$ cat src/rtl/blockade_video_timing.sv
`timescale 1ns / 1ps
// Blockade-style raster timing: pixel-enable divider, h/v counters with zero-skew registered
// strobes and pulses, and a CPU VRAM wait-state arbiter that releases the CPU during vblank.
module blockade_video_timing #(
   parameter int CLK_DIV       = 10,
   parameter int CE_PHASE      = 0,
   parameter int CW            = 9,
   parameter int H_TOTAL       = 330,
   parameter int H_BLANK_START = 256,
   parameter int H_SYNC_START  = 272,
   parameter int H_SYNC_END    = 300,
   parameter int V_TOTAL       = 262,
   parameter int V_BLANK_START = 224,
   parameter int V_SYNC_START  = 254,
   parameter int V_SYNC_END    = 261
) (
   input  logic          clk,
   input  logic          reset_n,
   input  logic          enable,
   input  logic [1:0]    sync_pol,
   output logic          ce_pix,
   output logic [CW-1:0] hcnt,
   output logic [CW-1:0] vcnt,
   output logic          hblank,
   output logic          vblank,
   output logic          hsync,
   output logic          vsync,
   output logic          line_start,
   output logic          frame_start,
   output logic          vblank_irq,
   output logic [7:0]    frame_cnt,
   input  logic          cpu_vram_req,
   output logic          cpu_ready
);

   if (CLK_DIV < 2 || CLK_DIV > 16) begin : g_bad_clk_div
      $error("CLK_DIV must be in 2..16");
   end
   if (CE_PHASE < 0 || CE_PHASE >= CLK_DIV) begin : g_bad_ce_phase
      $error("CE_PHASE must be in 0..CLK_DIV-1");
   end
   if (!(H_BLANK_START < H_SYNC_START && H_SYNC_START < H_SYNC_END && H_SYNC_END <= H_TOTAL)) begin : g_bad_h
      $error("horizontal timing must satisfy blank < sync_start < sync_end <= total");
   end
   if (!(V_BLANK_START < V_SYNC_START && V_SYNC_START < V_SYNC_END && V_SYNC_END <= V_TOTAL)) begin : g_bad_v
      $error("vertical timing must satisfy blank < sync_start < sync_end <= total");
   end
   if (H_TOTAL > (1 << CW) || V_TOTAL > (1 << CW)) begin : g_bad_cw
      $error("H_TOTAL and V_TOTAL must fit in CW-bit counters");
   end

   localparam int DW = $clog2(CLK_DIV);
   localparam logic [DW-1:0] DIV_LAST = DW'(CLK_DIV - 1);
   localparam logic [DW-1:0] CE_AT    = DW'(CE_PHASE);
   localparam logic [CW-1:0] H_LAST   = CW'(H_TOTAL - 1);
   localparam logic [CW-1:0] V_LAST   = CW'(V_TOTAL - 1);
   // Decode thresholds are one bit wider so a sync end equal to 2^CW stays representable.
   localparam logic [CW:0]   HB_S     = (CW+1)'(H_BLANK_START);
   localparam logic [CW:0]   HS_S     = (CW+1)'(H_SYNC_START);
   localparam logic [CW:0]   HS_E     = (CW+1)'(H_SYNC_END);
   localparam logic [CW:0]   VB_S     = (CW+1)'(V_BLANK_START);
   localparam logic [CW:0]   VS_S     = (CW+1)'(V_SYNC_START);
   localparam logic [CW:0]   VS_E     = (CW+1)'(V_SYNC_END);

   typedef enum logic [1:0] {
      ST_FREE,
      ST_WAIT,
      ST_GRANT
   } arb_state_e;

   logic [DW-1:0] div_q, div_d;
   logic [CW-1:0] hcnt_q, hcnt_d;
   logic [CW-1:0] vcnt_q, vcnt_d;
   logic [CW:0]   h_ext, v_ext;
   logic          hblank_q, hblank_d, hsync_q, hsync_d;
   logic          vblank_q, vblank_d, vsync_q, vsync_d;
   logic          ce_q, line_q, frame_q, irq_q;
   logic [7:0]    fcnt_q, fcnt_d;
   logic          tick, hwrap, vwrap;
   arb_state_e    state_q, state_d;

   assign tick  = enable && (div_q == CE_AT);
   assign hwrap = (hcnt_q == H_LAST);
   assign vwrap = (vcnt_q == V_LAST);

   // NOTE: every output of this block gets a default before any branch, so no path infers a latch.
   always_comb begin
      div_d  = div_q;
      hcnt_d = hcnt_q;
      vcnt_d = vcnt_q;
      fcnt_d = fcnt_q;
      if (enable) begin
         div_d = (div_q == DIV_LAST) ? '0 : div_q + DW'(1);
      end
      if (tick) begin
         hcnt_d = hwrap ? '0 : hcnt_q + CW'(1);
         if (hwrap) begin
            vcnt_d = vwrap ? '0 : vcnt_q + CW'(1);
            if (vwrap) begin
               fcnt_d = fcnt_q + 8'd1;
            end
         end
      end
      // Strobes decode the next counter values so they land on the same edge as the counters.
      h_ext    = {1'b0, hcnt_d};
      v_ext    = {1'b0, vcnt_d};
      hblank_d = (h_ext >= HB_S);
      hsync_d  = (h_ext >= HS_S) && (h_ext < HS_E);
      vblank_d = (v_ext >= VB_S);
      vsync_d  = (v_ext >= VS_S) && (v_ext < VS_E);
   end

   // NOTE: sequential state uses non-blocking assignments so every register samples pre-edge values.
   always_ff @(posedge clk or negedge reset_n) begin
      if (!reset_n) begin
         div_q    <= '0;
         hcnt_q   <= '0;
         vcnt_q   <= '0;
         fcnt_q   <= '0;
         hblank_q <= 1'b0;
         hsync_q  <= 1'b0;
         vblank_q <= 1'b0;
         vsync_q  <= 1'b0;
         ce_q     <= 1'b0;
         line_q   <= 1'b0;
         frame_q  <= 1'b0;
         irq_q    <= 1'b0;
      end else begin
         div_q   <= div_d;
         hcnt_q  <= hcnt_d;
         vcnt_q  <= vcnt_d;
         fcnt_q  <= fcnt_d;
         ce_q    <= tick;
         line_q  <= tick && hwrap;
         frame_q <= tick && hwrap && vwrap;
         irq_q   <= tick && vblank_d && !vblank_q;
         if (tick) begin
            hblank_q <= hblank_d;
            hsync_q  <= hsync_d;
            vblank_q <= vblank_d;
            vsync_q  <= vsync_d;
         end
      end
   end

   // The arbiter looks only at registered vblank, so a request in the rising cycle sees it high.
   always_comb begin
      state_d = state_q;
      if (enable) begin
         case (state_q)
            ST_FREE: begin
               if (cpu_vram_req && !vblank_q) state_d = ST_WAIT;
            end
            ST_WAIT: begin
               if (!cpu_vram_req)  state_d = ST_FREE;
               else if (vblank_q)  state_d = ST_GRANT;
            end
            ST_GRANT: state_d = ST_FREE;
            default:  state_d = ST_FREE;
         endcase
      end
   end

   always_ff @(posedge clk or negedge reset_n) begin
      if (!reset_n) state_q <= ST_FREE;
      else          state_q <= state_d;
   end

   assign ce_pix      = ce_q;
   assign hcnt        = hcnt_q;
   assign vcnt        = vcnt_q;
   assign hblank      = hblank_q;
   assign vblank      = vblank_q;
   assign hsync       = hsync_q ^ sync_pol[0];
   assign vsync       = vsync_q ^ sync_pol[1];
   assign line_start  = line_q;
   assign frame_start = frame_q;
   assign vblank_irq  = irq_q;
   assign frame_cnt   = fcnt_q;
   assign cpu_ready   = (state_q != ST_WAIT);

endmodule

$ cat config.mk
export PLATFORM = sky130hd
export DESIGN_NAME = blockade_video_timing
export DESIGN_NICKNAME = d
export VERILOG_FILES = /design/src/rtl/blockade_video_timing.sv
export SDC_FILE = /design/constraint.sdc
export NUM_CORES = 1
export LEC_CHECK = 0
export CAP_MARGIN = 20
export CELL_PAD_IN_SITES_DETAIL_PLACEMENT = 2
export CELL_PAD_IN_SITES_GLOBAL_PLACEMENT = 2
export CORE_MARGIN = 3
export CORE_UTILIZATION = 30
export DETAILED_ROUTE_END_ITERATION = 8
export GPL_TIMING_DRIVEN = 0
export PLACE_DENSITY_LB_ADDON = 0.1
export SYNTH_ARGS = -nofsm -noshare
export SYNTH_HDL_FRONTEND = slang
export SYNTH_SLANG_ARGS = --single-unit
export TNS_END_PERCENT = 100
$ cat constraint.sdc
create_clock -name clk -period 1.85 [get_ports clk]
set_input_delay 0.37 -clock clk [delete_from_list [all_inputs] [get_ports clk]]
set_output_delay 0.37 -clock clk [all_outputs]
set_load 0.01 [all_outputs]
==> results of run 1 <==
cell type report:
class	instances	area share
clock buffer	6	0.02256
inverter	6	0.007001
clock inverter	2	0.01089
sequential	40	0.3135
tap	96	0.03734
multi-input combinational	150	0.3901
timing repair buffer	64	0.1953
buffer	8	0.02334
worst min path at each step:
stage / cells past startpoint / slack, ns / end / from
final: 1 / -0.006 / vcnt[8] / reset_n
after global routing: 1 / 0.02 / vcnt[8] / reset_n
after CTS: 1 / 0.02 / vcnt[8] / reset_n
after detailed placement: 1 / 0.35 / vcnt[8] / reset_n
after global placement: 1 / 0.47 / frame_cnt[7] / frame_cnt[7]
after floorplan: 0 / 0.07 / ce_pix / reset_n
sequential cells by signal (all words and copies together) (netlist names):
name         count
ce_pix           1
div_q            4
frame_cnt        8
frame_start      1
hblank           1
hcnt             9
hsync_q          1
line_start       1
state_q          2
vblank           1
vblank_irq       1
vcnt             9
vsync_q          1
metal layers:
layer,up-vias,GRT usage
met5,-,0
met4,0,0.03769
met3,6,0.03667
met2,25,0.2619
met1,949,0.2024
li1,883,-
synthesized netlist by cell type (2+ instances only):
| cell type | number |
|---|---|
| a21oi_1 | 2 |
| and3_1 | 3 |
| and4_1 | 2 |
| and4b_1 | 3 |
| and4bb_2 | 2 |
| buf_2 | 4 |
| buf_6 | 2 |
| clkbuf_1 | 2 |
| dfrtp_1 | 40 |
| ha_1 | 5 |
| inv_1 | 5 |
| mux2_2 | 3 |
| nand2_1 | 19 |
| nand3_1 | 14 |
| nand4_1 | 8 |
| nand4_2 | 2 |
| nor2_1 | 10 |
| nor2b_1 | 4 |
| nor3_1 | 3 |
| nor3_2 | 2 |
| nor3b_1 | 3 |
| nor4_1 | 2 |
| nor4b_2 | 2 |
| nor4bb_1 | 2 |
| o21a_1 | 4 |
| o21ai_0 | 10 |
| o21bai_1 | 2 |
| o22ai_1 | 2 |
| or2_2 | 2 |
| or3_1 | 3 |
| xnor2_1 | 8 |
| xor2_1 | 13 |
worst register-to-register path, delay by kind of cell, from the launching register on:
family	cells	cell delay, ns
DFF	1	0.40
and+or+nand+nor	4	0.97
AOI/OAI and AO/OA	2	0.47
buffers and inverters	1	0.08
adders and majority gates	1	0.11
timing repair:
action | CTS | global route
resized for setup | 13 | 44
setup endpoints to repair | 17 | 22
gates cloned | 0 | 1
pin swaps | 5 | 14
buffers inserted | 10 | 12
stage by stage:
stage                     hold slack (ns)  TNS, ns  cells
after floorplan                   0.07441  -0.4628    204
after CTS                         0.01798   -1.469    359
after detailed placement           0.3531   -10.22    341
final                           -0.005817   -1.193    372
after global placement             0.4653   -40.28    340
after global routing              0.02358   -2.725    372
cell families after synthesis:
| group | Yosys count |
|---|---|
| muxes | 3 |
| xor gates and xnor gates | 21 |
| buffers and inverters | 14 |
| and+or+nand+nor | 91 |
| adders and majority gates | 5 |
| AOI/OAI and AO/OA | 30 |
| DFF | 40 |
power breakdown:
part | internal [mW] | leakage [nW] | switching (mW)
registers | 0.969 | 0.531 | 0.164
logic | 0.344 | 0.849 | 0.306
clock network | 0.401 | 0.0552 | 0.333
total | 1.71 | 1.43 | 0.804
==> out/results.ini, run 1 <==
[route]
wl_met1_um=2882
drtIter0Drc=50
drtAntennaViolNets=0
wl_per_cell_um=17.87
drt-pass1-iter-count=3
drc=0
vias=1863
topRoutingLayerUsed=met4
wl_met2_um=3509
wl_met3_um=193
routed_wl_um=6648
drt-vias-per-instance=5.008

[worst_setup_path]
cp.required_ns=2.04
crit_path_end=vsync_q
cp-startpoint=hcnt[1]
critPathTopFamily=simple AND/OR/NAND/NOR gates
worstPathMaxFanout=4
startpoint_type=flop
crit_chain=inv_2 > ha_4 > and4bb_4 > nand4_4 > or3b_4 > a221o_1 > nand4_1 > o311ai_2
end_kind=flop
reg2reg_depth=8
path_buf_inv=1
cp.depth=8
arrival_ns=2.35
r2r-start=hcnt[1]
crit_type=reg -> reg
crit_slowest_cell=or3b_4
reg2reg_slack_ns=-0.31
critPathMaxStageDelay_ns=0.43
crit-reg2reg-capture=vsync_q

[yosys]
syn_nets=215
synth-xor-area-share=0.08512
async_flop_share=1.000
yosys_warnings=0
yosysSeqAreaShare=0.4632
netlist.area_leader.share=0.4632
synth_top_family_by_area=simple AND/OR/NAND/NOR gates
yosys.area_share.simple=0.2710
synthTopCellsByArea=dfrtp_1 46%, xor2_1 5.3%, nand2_1 3.3%
synth_ff_type=dfrtp_1
synthAdderAreaFrac=0.02895
synth.distinct_cells=48
avgSynthCellArea_sq_um=10.59
synth_compound_area_frac=0.1025
syn-cell-area_sq_um=2161
yosysTopAreaCell=dfrtp_1
synth_seq_cells=40
synth_edf_count=0
synth_mux_area_frac=0.01563
syn-instance-count=204

[global_route]
grt_pass1_vias=1925
grt_pass1_wl_um=10480
grt-ovfl-total=0
antenna_found_initial=0
grt_usage=0.1558
grt_max_degree=24

[die]
start_util=0.3129
dieWidth_um=90.87
die_h_um=90.87
dieArea_sq_um=8257
rows=30
design.core.area_sq_um=6907
io_pins=41

[power_and_ir_drop]
p_leak_nw=1.435
finalPower_mw=2.518
ir_drop_mv=0.5584
power_density_nw_per_um2=782.8

[status]
violations=negative hold slack, negative setup slack
status=complete, but fails checks

[final_layout]
regArea_sq_um=1008
design_area_sq_um=3217
utilization=0.4658
multi_input_area_sq_um=1255
diodes=0
layout_common_cells=35 x clkdlybuf4s50_1, 34 x dfrtp_1, 19 x buf_4, 18 x nand2_1
drive_gt1_frac=0.3152
final_common_cell=clkdlybuf4s50_1
final_nets=286
fill_cells=749
area_growth_pct=48.87

[clocking]
clockBufferDepth=2
cts_root_buf=clkbuf_8
cts_tree=built
clkLatencyLatePin_ns=0.31
clock-sinks=40
cts.htree.levels=2
cts_inserted_buffers=5
ctsHoldBuffers=0
path_clk_slew_ns=0.09

[placement]
port_buffers=40
place_area_sq_um=2710
place_ws_ns=-0.7519
place.gp.congestion=0.7319
dpl.hpwl_um=4350

[timing]
setup_violations=9
hold_violations=3
rsz0062_at_grt=yes
finalWorstSetupSlack_ns=-0.3099
maxSlewViolCount=0
fin_crit_sh=1.168
max_freq_mhz=463.0
finalWorstPathRequiredPeriod_ns=2.160
worstMarginPinSlew_ns=0.4520
holdWs_ns=-0.005817
max_slew_margin=0.6987
finClkSkew_ns=0.01190

[flow_run]
cap_violations=0

[min_path]
hold_class=in -> async

Power figures use the tool's default switching activity.
==> run 2, diff against run 1 <==
--- a/config.mk
+++ b/config.mk
@@ -11,7 +11,7 @@
 export CORE_MARGIN = 3
 export CORE_UTILIZATION = 30
 export DETAILED_ROUTE_END_ITERATION = 8
-export GPL_TIMING_DRIVEN = 0
+export GPL_TIMING_DRIVEN = 1
 export PLACE_DENSITY_LB_ADDON = 0.1
 export SYNTH_ARGS = -nofsm -noshare
 export SYNTH_HDL_FRONTEND = slang
==> run 2 against run 1 <==
Effect of this change: the run ends with negative setup slack left; first-iteration DRC count is 110% higher; clock power is 13% lower; total power is 8.1% higher; non-clock buffer count is 46 higher; combinational power is 55% higher; global-route usage is 5.0 points higher; fmax is 0.10% lower; sequential cell count stayed put; largest power group unchanged.
==> out/results.ini, run 2 (synthesized netlist as in run 1, its figures left out) <==
[status]
status=complete, but fails checks  ; unchanged
violations=negative setup slack  ; was negative hold slack, negative setup slack

[timing]
fin_crit_sh=1.169  ; was 1.168
maxSlewViolCount=0  ; unchanged
max_slew_margin=0.6612  ; was 0.6987
max_freq_mhz=462.5  ; was 463.0 MHz
worstMarginPinSlew_ns=0.5082  ; was 0.4520 ns
finalWorstSetupSlack_ns=-0.3122  ; was -0.3099 ns
setup_tns_ns=-2.844  ; was -1.193 ns
finalWorstPathRequiredPeriod_ns=2.162  ; was 2.160 ns
hold_violations=0  ; was 3
finClkSkew_ns=0.01039  ; was 0.01190 ns
rsz0062_at_grt=yes  ; unchanged
setup_violations=16  ; was 9

[route]
drt-pass1-iter-count=4  ; was 3
wl_per_cell_um=20.37  ; was 17.87 um
routed_wl_um=8516  ; was 6648 um
drtIter0Drc=103  ; was 50
drtAntennaViolNets=0  ; unchanged
drc=0  ; unchanged
vias=2081  ; was 1863
drt-vias-per-instance=4.978  ; was 5.008

[worst_setup_path]
reg2reg_slack_ns=-0.31  ; about the same
cp.required_ns=2.04  ; about the same
worstPathMaxFanout=4  ; unchanged
arrival_ns=2.35  ; about the same
end_kind=flop  ; unchanged
startpoint_type=flop  ; unchanged
crit_type=reg -> reg  ; unchanged

[final_layout]
regArea_sq_um=1002  ; was 1008 sq um
drive_gt1_frac=0.4161  ; was 0.3152
final_common_cell=buf_4  ; was clkdlybuf4s50_1
multi_input_area_sq_um=1304  ; was 1255 sq um
fill_cells=749  ; unchanged
area_growth_pct=64.68  ; was 48.87%
layout_common_cells=70 x buf_4, 39 x dfrtp_1, 33 x clkdlybuf4s50_1, 19 x nand2_1, 11 x xor2_1  ; was 35 x clkdlybuf4s50_1, 34 x dfrtp_1, 19 x buf_4, 18 x nand2_1
diodes=0  ; unchanged
final_nets=332  ; was 286

[global_route]
globalRoute.busiestLayer=met2  ; unchanged
antenna_found_initial=0  ; unchanged
grt_usage=0.2058  ; was 0.1558
grt_max_degree=22  ; was 24
gr-usage-met2=0.3749  ; was 0.2619
grt_pass1_wl_um=13260  ; was 10480 um
globalRouteMet3Util=0.04500  ; was 0.03667
grt-ovfl-total=0  ; unchanged
grtUsageMet1=0.2499  ; was 0.2024
grt_pass1_vias=2387  ; was 1925

[placement]
place_ws_ns=-0.5284  ; was -0.7519 ns
dpl.hpwl_um=5471  ; was 4350 um
port_buffers=40  ; unchanged
place.gp.congestion=0.8317  ; was 0.7319

[clocking]
cts.htree.levels=2  ; unchanged
clockBufferDepth=2  ; unchanged
ctsHoldBuffers=0  ; unchanged
cts_inserted_buffers=5  ; unchanged
path_clk_slew_ns=0.09  ; about the same
clock-sinks=40  ; unchanged
clkLatencyLatePin_ns=0.31  ; about the same
cts_root_buf=clkbuf_8  ; unchanged
cts_tree=built  ; unchanged

[die]
io_pins=41  ; unchanged
dieWidth_um=90.87  ; unchanged
dieArea_sq_um=8257  ; unchanged
die_h_um=90.87  ; unchanged
start_util=0.3129  ; unchanged
rows=30  ; unchanged
design.core.area_sq_um=6907  ; unchanged

[min_path]
hold_class=in -> async  ; unchanged

[power_and_ir_drop]
ir_drop_mv=0.6365  ; was 0.5584 mV
power_density_nw_per_um2=765.2  ; was 782.8 nW/um^2
p_leak_nw=1.684  ; was 1.435 nW
finalPower_mw=2.723  ; was 2.518 mW

[flow_run]
cap_violations=0  ; unchanged

==> run 2: final cells by class <==
class                   count  area share
clock buffers               6     0.02321
clock inverters             2    0.002813
inverters                   6    0.007032
multi-input cells         150      0.3664
flip-flops and latches     40      0.2816
well taps                  96     0.03376
repair buffers            118      0.2852
==> run 2: metal layers <==
| metal | part of all wire | vias up |
|---|---|---|
| met5 | 0 | - |
| met1 | 0.42 | 1070 |
| met2 | 0.54 | 31 |
| met3 | 0.026 | 12 |
| met4 | 0.014 | 0 |
| li1 | - | 968 |
==> run 2: through the flow <==
stage	util	hold slack [ns]	cells	area [sq um]
after floorplan	-	0.07441	204	2175
after global placement	0.4487	0.3707	394	3099
after detailed placement	0.4487	0.3694	394	3099
after CTS	0.4938	0.04290	412	3411
after global routing	0.5152	0.05214	418	3558
final	0.5152	0.01830	418	3558
==> run 2: path summary, 6_finish.rpt <==
kind,start,end,depth (start not counted)
max,hcnt[1],vsync_q,8
min,reset_n,vcnt[5],1
max reg2reg,hcnt[1],vsync_q,8
min reg2reg,frame_cnt[7],frame_cnt[7],1
max in group asynchronous,reset_n,hcnt[3],2
min in group clk,frame_cnt[7],frame_cnt[7],1
==> run 2: power breakdown <==
part	switching, mW	total [mW]	internal [mW]
Combinational	0.480	1.01	0.530
Sequential	0.111	1.08	0.965
Clock	0.339	0.638	0.298
Total	0.929	2.72	1.79
==> run 2: worst max-delay path, stage by stage (launching register included) <==
cell and delay (ns):
dfrtp_1 0.41, inv_2 0.09, ha_4 0.13, and4bb_4 0.31, nand4_4 0.13, or3b_4 0.42, a221o_1 0.34, nand4_1 0.12
o311ai_2 0.10
==> run 2: timing repair <==
item	CTS	global route
gates cloned	0	0
buffers inserted	11	6
pin swaps	23	15
gates resized for setup	34	24
endpoints found under the setup margin	20	25
hold endpoints to repair	0	0
==> run 3, diff against run 2 <==
--- a/config.mk
+++ b/config.mk
@@ -11,7 +11,7 @@
 export CORE_MARGIN = 3
 export CORE_UTILIZATION = 30
 export DETAILED_ROUTE_END_ITERATION = 8
-export GPL_TIMING_DRIVEN = 1
+export GPL_TIMING_DRIVEN = 0
 export PLACE_DENSITY_LB_ADDON = 0.1
 export SYNTH_ARGS = -nofsm -noshare
 export SYNTH_HDL_FRONTEND = slang
==> results of run 3 <==
Final layout, timing and power as in run 1 (identical DEF).
